### config.mk
export PLATFORM = sky130hd
export DESIGN_NAME = dropout_restore
export DESIGN_NICKNAME = d
export VERILOG_FILES = /design/src/rtl/dropout_pkg.sv /design/src/rtl/dropout_lfsr.sv /design/src/rtl/dropout_restore.sv
export SDC_FILE = /design/constraint.sdc
export NUM_CORES = 1
export LEC_CHECK = 0
export BUFFER_PORTS_ARGS = -buffer_cell sky130_fd_sc_hd__buf_2
export CAP_MARGIN = 20
export CORE_ASPECT_RATIO = 0.75
export CORE_MARGIN = 4
export CORE_UTILIZATION = 59
export CTS_BUF_LIST = sky130_fd_sc_hd__clkbuf_8
export CTS_CLUSTER_DIAMETER = 120
export DETAILED_ROUTE_END_ITERATION = 7
export GPL_TIMING_DRIVEN = 0
export PLACE_DENSITY = 0.8
export SYNTH_ARGS = -nofsm -noshare
export SYNTH_HDL_FRONTEND = slang
export SYNTH_HIERARCHICAL = 1
export SYNTH_SLANG_ARGS = --single-unit
### constraint.sdc
create_clock -name clk -period 4.9 [get_ports clk]
set_input_delay 0.49 -clock clk [delete_from_list [all_inputs] [get_ports clk]]
set_output_delay 0.49 -clock clk [all_outputs]
set_load 0.02 [all_outputs]
### src/rtl/dropout_pkg.sv
// rtl/dropout_pkg.sv - shared constants, state encoding and helpers for the dropout stages
package dropout_pkg;

  localparam int DATA_W = 8;
  localparam int LFSR_W = 2 * DATA_W;

  // Galois taps x^16+x^14+x^13+x^11+1; transmitter and receiver must agree
  localparam logic [LFSR_W-1:0] LFSR_TAPS    = 16'hB400;
  // Substituted for an all-zero seed, which would lock the LFSR at zero
  localparam logic [LFSR_W-1:0] SEED_DEFAULT = 16'hACE1;

  typedef enum logic [1:0] {
    IDLE = 2'd0,
    RUN  = 2'd1,
    LOST = 2'd2
  } state_t;

  // One Galois step; operands are zero-extended so any width up to 32 works
  function automatic logic [31:0] lfsr_next(input logic [31:0] s, input logic [31:0] taps);
    return (s >> 1) ^ (s[0] ? taps : 32'd0);
  endfunction

  // Number of set bits in a zero-extended vector
  function automatic logic [5:0] popcount(input logic [31:0] v);
    logic [5:0] cnt;
    cnt = '0;
    for (int i = 0; i < 32; i++) begin
      cnt = cnt + {5'd0, v[i]};
    end
    return cnt;
  endfunction

endpackage

### src/rtl/dropout_lfsr.sv
// rtl/dropout_lfsr.sv - loadable Galois LFSR shared by both ends of the dropout link
module dropout_lfsr #(
  parameter int           W        = dropout_pkg::LFSR_W,
  parameter logic [W-1:0] TAPS     = dropout_pkg::LFSR_TAPS,
  parameter logic [W-1:0] SEED_DEF = dropout_pkg::SEED_DEFAULT
) (
  input  logic         clk,
  input  logic         rst_n,
  input  logic         i_load,
  input  logic         i_step,
  input  logic [W-1:0] i_seed,
  output logic [W-1:0] o_lfsr
);
  import dropout_pkg::*;

  logic [W-1:0] r_lfsr;
  logic [W-1:0] w_next;

  // Next LFSR value through the shared step function
  always_comb begin
    w_next = W'(lfsr_next(32'(r_lfsr), 32'(TAPS)));
  end

  // Load has priority over step; a zero seed falls back to the default
  always_ff @(posedge clk or negedge rst_n) begin
    if (!rst_n) begin
      r_lfsr <= SEED_DEF;
    end else if (i_load) begin
      r_lfsr <= (i_seed == '0) ? SEED_DEF : i_seed;
    end else if (i_step) begin
      r_lfsr <= w_next;
    end
  end

  assign o_lfsr = r_lfsr;

endmodule

### src/rtl/dropout_restore.sv
// rtl/dropout_restore.sv - receive-side dropout mask regeneration with sample-and-hold fill
module dropout_restore #(
  parameter int                   WIDTH        = dropout_pkg::DATA_W,
  parameter logic [2*WIDTH-1:0]   LFSR_TAPS    = dropout_pkg::LFSR_TAPS,
  parameter logic [2*WIDTH-1:0]   SEED_DEFAULT = dropout_pkg::SEED_DEFAULT,
  parameter int unsigned          ERR_LIMIT    = 4
) (
  input  logic                 clk,
  input  logic                 rst_n,
  input  logic                 i_ena,
  input  logic                 i_seed_load,
  input  logic [2*WIDTH-1:0]   i_seed,
  input  logic                 i_valid_in,
  input  logic [WIDTH-1:0]     i_datain,
  output logic [WIDTH-1:0]     o_dataout,
  output logic                 o_valid_out,
  output logic [WIDTH-1:0]     o_mask_out,
  output logic [15:0]          o_drop_count,
  output logic                 o_sync_err
);
  import dropout_pkg::*;

  localparam int LW = 2 * WIDTH;

  state_t           r_state, w_state_nxt;
  logic [LW-1:0]    w_lfsr;
  logic [WIDTH-1:0] w_mask, w_restored;
  logic [WIDTH-1:0] r_held, r_dataout, r_mask_out;
  logic             r_valid_out;
  logic [15:0]      r_drop_count, w_drop_nxt;
  logic [16:0]      w_drop_sum;
  logic [7:0]       r_err_cnt, w_err_nxt;
  logic [8:0]       w_err_sum;
  logic             w_load, w_accept;

  // A seed load on the same edge as a word discards the word
  assign w_load   = i_ena & i_seed_load;
  assign w_accept = i_ena & ~i_seed_load & i_valid_in & (r_state != IDLE);

  // Both halves of the LFSR must be 1 for a bit to be dropped (~1/4 density)
  assign w_mask     = w_lfsr[WIDTH-1:0] & w_lfsr[LW-1:WIDTH];
  assign w_restored = (i_datain & ~w_mask) | (r_held & w_mask);

  assign w_drop_sum = {1'b0, r_drop_count} + 17'(popcount(32'(w_mask)));
  assign w_drop_nxt = w_drop_sum[16] ? 16'hFFFF : w_drop_sum[15:0];

  // A 1 in a dropped position means our mask no longer matches the transmitter's
  assign w_err_sum = {1'b0, r_err_cnt} + 9'(popcount(32'(i_datain & w_mask)));
  assign w_err_nxt = w_accept ? (w_err_sum[8] ? 8'hFF : w_err_sum[7:0]) : r_err_cnt;

  dropout_lfsr #(
    .W        (LW),
    .TAPS     (LFSR_TAPS),
    .SEED_DEF (SEED_DEFAULT)
  ) u_lfsr (
    .clk    (clk),
    .rst_n  (rst_n),
    .i_load (w_load),
    .i_step (w_accept),
    .i_seed (i_seed),
    .o_lfsr (w_lfsr)
  );

  // Sync state register
  always_ff @(posedge clk or negedge rst_n) begin
    if (!rst_n) begin
      r_state <= IDLE;
    end else begin
      r_state <= w_state_nxt;
    end
  end

  // Seed load always resyncs; RUN drops to LOST on the edge the error count reaches the limit
  always_comb begin
    w_state_nxt = r_state;
    if (w_load) begin
      w_state_nxt = RUN;
    end else if ((r_state == RUN) && (32'(w_err_nxt) >= ERR_LIMIT)) begin
      w_state_nxt = LOST;
    end
  end

  // Data path: restore accepted words, clear history on seed load, freeze when disabled
  always_ff @(posedge clk or negedge rst_n) begin
    if (!rst_n) begin
      r_held       <= '0;
      r_dataout    <= '0;
      r_mask_out   <= '0;
      r_valid_out  <= 1'b0;
      r_drop_count <= '0;
      r_err_cnt    <= '0;
    end else if (!i_ena) begin
      r_valid_out  <= 1'b0;
    end else if (i_seed_load) begin
      r_held       <= '0;
      r_valid_out  <= 1'b0;
      r_drop_count <= '0;
      r_err_cnt    <= '0;
    end else if (w_accept) begin
      r_held       <= w_restored;
      r_dataout    <= w_restored;
      r_mask_out   <= w_mask;
      r_valid_out  <= 1'b1;
      r_drop_count <= w_drop_nxt;
      r_err_cnt    <= w_err_nxt;
    end else begin
      r_valid_out  <= 1'b0;
    end
  end

  assign o_dataout    = r_dataout;
  assign o_valid_out  = r_valid_out;
  assign o_mask_out   = r_mask_out;
  assign o_drop_count = r_drop_count;
  assign o_sync_err   = (r_state == LOST);

endmodule
==> impl_metrics.json <==
{
  "final_max_slew_viol_count": 0,
  "p_per_area_nw_per_um2": 439,
  "synth_edf_count": 0,
  "switching_share": 0.358,
  "insertion_delay_ns": 0.35,
  "synth_area_um2": 3950,
  "viasPerCell": 6.17,
  "finalHoldViolations": 0,
  "nNetsFinal": 521,
  "yosysWarnings": 6,
  "min_period_over_period": 0.891,
  "worst_slack_ns": 0.533,
  "end_kind": "flop",
  "r2r-end": "o_drop_count[11]",
  "synthCells": 397,
  "rows": 25,
  "n_fill_cell": 498,
  "crit_path_max_fanout": 7,
  "diodes": 0,
  "async_flop_share": 1.00,
  "worst_pin_slew_ns": 0.837,
  "die_area_um2": 8090,
  "p_sw_mw": 0.723,
  "clock_tree.root_cell": "clkbuf_8",
  "rsz0062_at_grt": "false",
  "yosys_most_used_dff": "dfrtp_1",
  "top_layer": "met4",
  "reg2reg_depth": 12,
  "yosysSeqAreaShare": 0.427,
  "crit_type": "reg -> reg",
  "maxCapViolCount": 0,
  "tritoncts": "done",
  "core-area_um2": 6410,
  "drive_gt1_frac": 0.257,
  "reg2reg_from": "u_lfsr/o_lfsr[0]",
  "m1WireLength_um": 4580,
  "status": "complete, no violations",
  "finalSetupTns_ns": 0,
  "hold_path_class": "in -> async",
  "cts-resized-gates": 0,
  "place.detailed.hpwl_um": 7170,
  "syn_to_final_growth_pct": 16.5,
  "comb_power_share": 0.345,
  "avgSynthCellArea_um2": 9.96,
  "post_cts_buffers": 0,
  "clockBufferDepth": 2,
  "die_h_um": 78.9,
  "r2r_slack_ns": 0.53,
  "drt_iter0_markers": 205,
  "initial_core_util": 0.616,
  "grt_max_degree": 68,
  "finalClockSkew_ns": 0.00879,
  "power.internal_mw": 1.30,
  "clkPwrFrac": 0.277,
  "vias": 3426,
  "clock_sinks": 67,
  "antenna_left": 0,
  "leakage_nw": 2.25,
  "fin_crit_ns": 4.37,
  "die_w_um": 103,
  "globalplace.congestion": 0.905,
  "ctsHoldBuffers": 0,
  "antenna_found_initial": 0,
  "cts_buffers": 9,
  "grt_first_pass_wirelength_um": 15800,
  "fmax_mhz": 229,
  "clk_pin_slew_ns": 0.08,
  "grt_overflow": 0,
  "power_mw": 2.02,
  "first_pass_iters": 5,
  "met3_length_um": 723,
  "grt_usage": 0.250,
  "grt_pass1_vias": 3238,
  "pwr-share-seq": 0.378,
  "crit_arrival_ns": 4.61,
  "syn_nets": 448,
  "hold_ws_ns": 0.226,
  "irDropWorstVdd_uv": 295,
  "yosysUniqueCellTypes": 58,
  "htree_levels": 3,
  "io_buffers": 62,
  "io_pins": 63,
  "wire_per_inst_um": 17.5,
  "drc": 0,
  "dpl_worst_slack_ns": 0.465,
  "maxSlewHeadroom": 0.442,
  "routed-wl-met2_um": 4340,
  "synth-seq-cells": 67,
  "cp-start-kind": "flop",
  "routed_wl_um": 9710,
  "setup_viol": 0,
  "critPathRequiredTime_ns": 5.15
}
worst max path at each step:
stage | startpoint | to | depth (start not counted)
6_report | u_lfsr/o_lfsr[0] | o_drop_count[11] | 12
5_1_grt | u_lfsr/o_lfsr[0] | o_drop_count[11] | 12
4_1_cts | u_lfsr/o_lfsr[0] | o_drop_count[5] | 12
3_5_place_dp | i_datain[0] | r_state[0] | 14
3_3_place_gp | i_datain[0] | r_state[1] | 14
2_1_floorplan | i_datain[0] | r_state[0] | 13
synth_stat cells, types with 9 or more instances:
cell type	instances	area, um^2
dfrtp_1	59	1480
fa_1	10	200
a21oi_1	12	60.1
mux2i_1	16	160
inv_1	19	71.3
nor2_1	10	37.5
o21ai_0	55	275
and3_1	9	56.3
ha_1	12	150
nand2_1	56	210
registers in the layout, summed over array words and instances (netlist names):
signal         cells
o_valid_out        1
r_err_cnt          8
u_lfsr/o_lfsr     16
o_drop_count      16
o_dataout          8
o_mask_out         8
r_held             8
r_state            2
layer usage:
layer / global-route usage / vias up
met5: 0 / -
met4: 0.0550 / 0
met3: 0.0641 / 7
met2: 0.368 / 142
met1: 0.371 / 1680
li1: - / 1597
layout make-up:
cell class / count / area [um^2] / share of cell area
buffer: 18 / 77.6 / 0.0168
inverter: 20 / 75.1 / 0.0163
clock buffer: 9 / 124 / 0.0269
sequential: 67 / 1690 / 0.366
clock inverter: 6 / 114 / 0.0247
timing repair buffer: 62 / 313 / 0.0679
tap: 81 / 101 / 0.0220
multi-input combinational: 292 / 2110 / 0.459
metrics by stage:
step	utilization	cell area, um^2	std cells
floorplan	-	3950	397
global placement	0.681	4360	540
detailed placement	0.681	4370	540
CTS	0.718	4600	555
global route	0.718	4600	555
finish	0.718	4600	555
placed cells by master (no fill, tap or decap), types with 8 or more instances in the layout:
cell / count
o21ai_0: 55
inv_1: 19
dfrtp_1: 59
nor2_1: 10
fa_1: 10
buf_2: 69
a32o_1: 8
ha_1: 12
dfstp_2: 8
nand2_1: 56
clkbuf_8: 9
mux2i_1: 16
a21oi_1: 12
and3_1: 9
cell families after synthesis:
family,count (synthesis),share of synthesized area
buffers and inverters,38,0.0386
muxes,22,0.0576
DFF,67,0.427
adders and majority gates,22,0.0886
xor gates and xnor gates,7,0.0155
and+or+nand+nor,111,0.143
AOI/OAI and AO/OA,130,0.230
power groups by stage:
| stage | Sequential (mW) | Clock (mW) | Combinational, mW |
|---|---|---|---|
| after floorplan | 0.826 | 0 | 0.420 |
| after global placement | 0.766 | 0 | 0.664 |
| after detailed placement | 0.771 | 0 | 0.692 |
| after CTS | 0.761 | 0.565 | 0.698 |
| after global routing | 0.777 | 0.593 | 0.783 |
| final | 0.763 | 0.560 | 0.697 |
worst max-delay path, stage by stage, from the launching register on:
cell	delay (ns)
dfstp_2	0.63
nand2_1	0.21
inv_1	0.13
fa_1	0.45
fa_1	0.51
fa_1	0.42
fa_1	0.42
fa_1	0.43
a21o_1	0.21
a21oi_2	0.27
or4_4	0.23
o21ai_0	0.10
a22o_1	0.24
(Power assumes the default switching activity.)
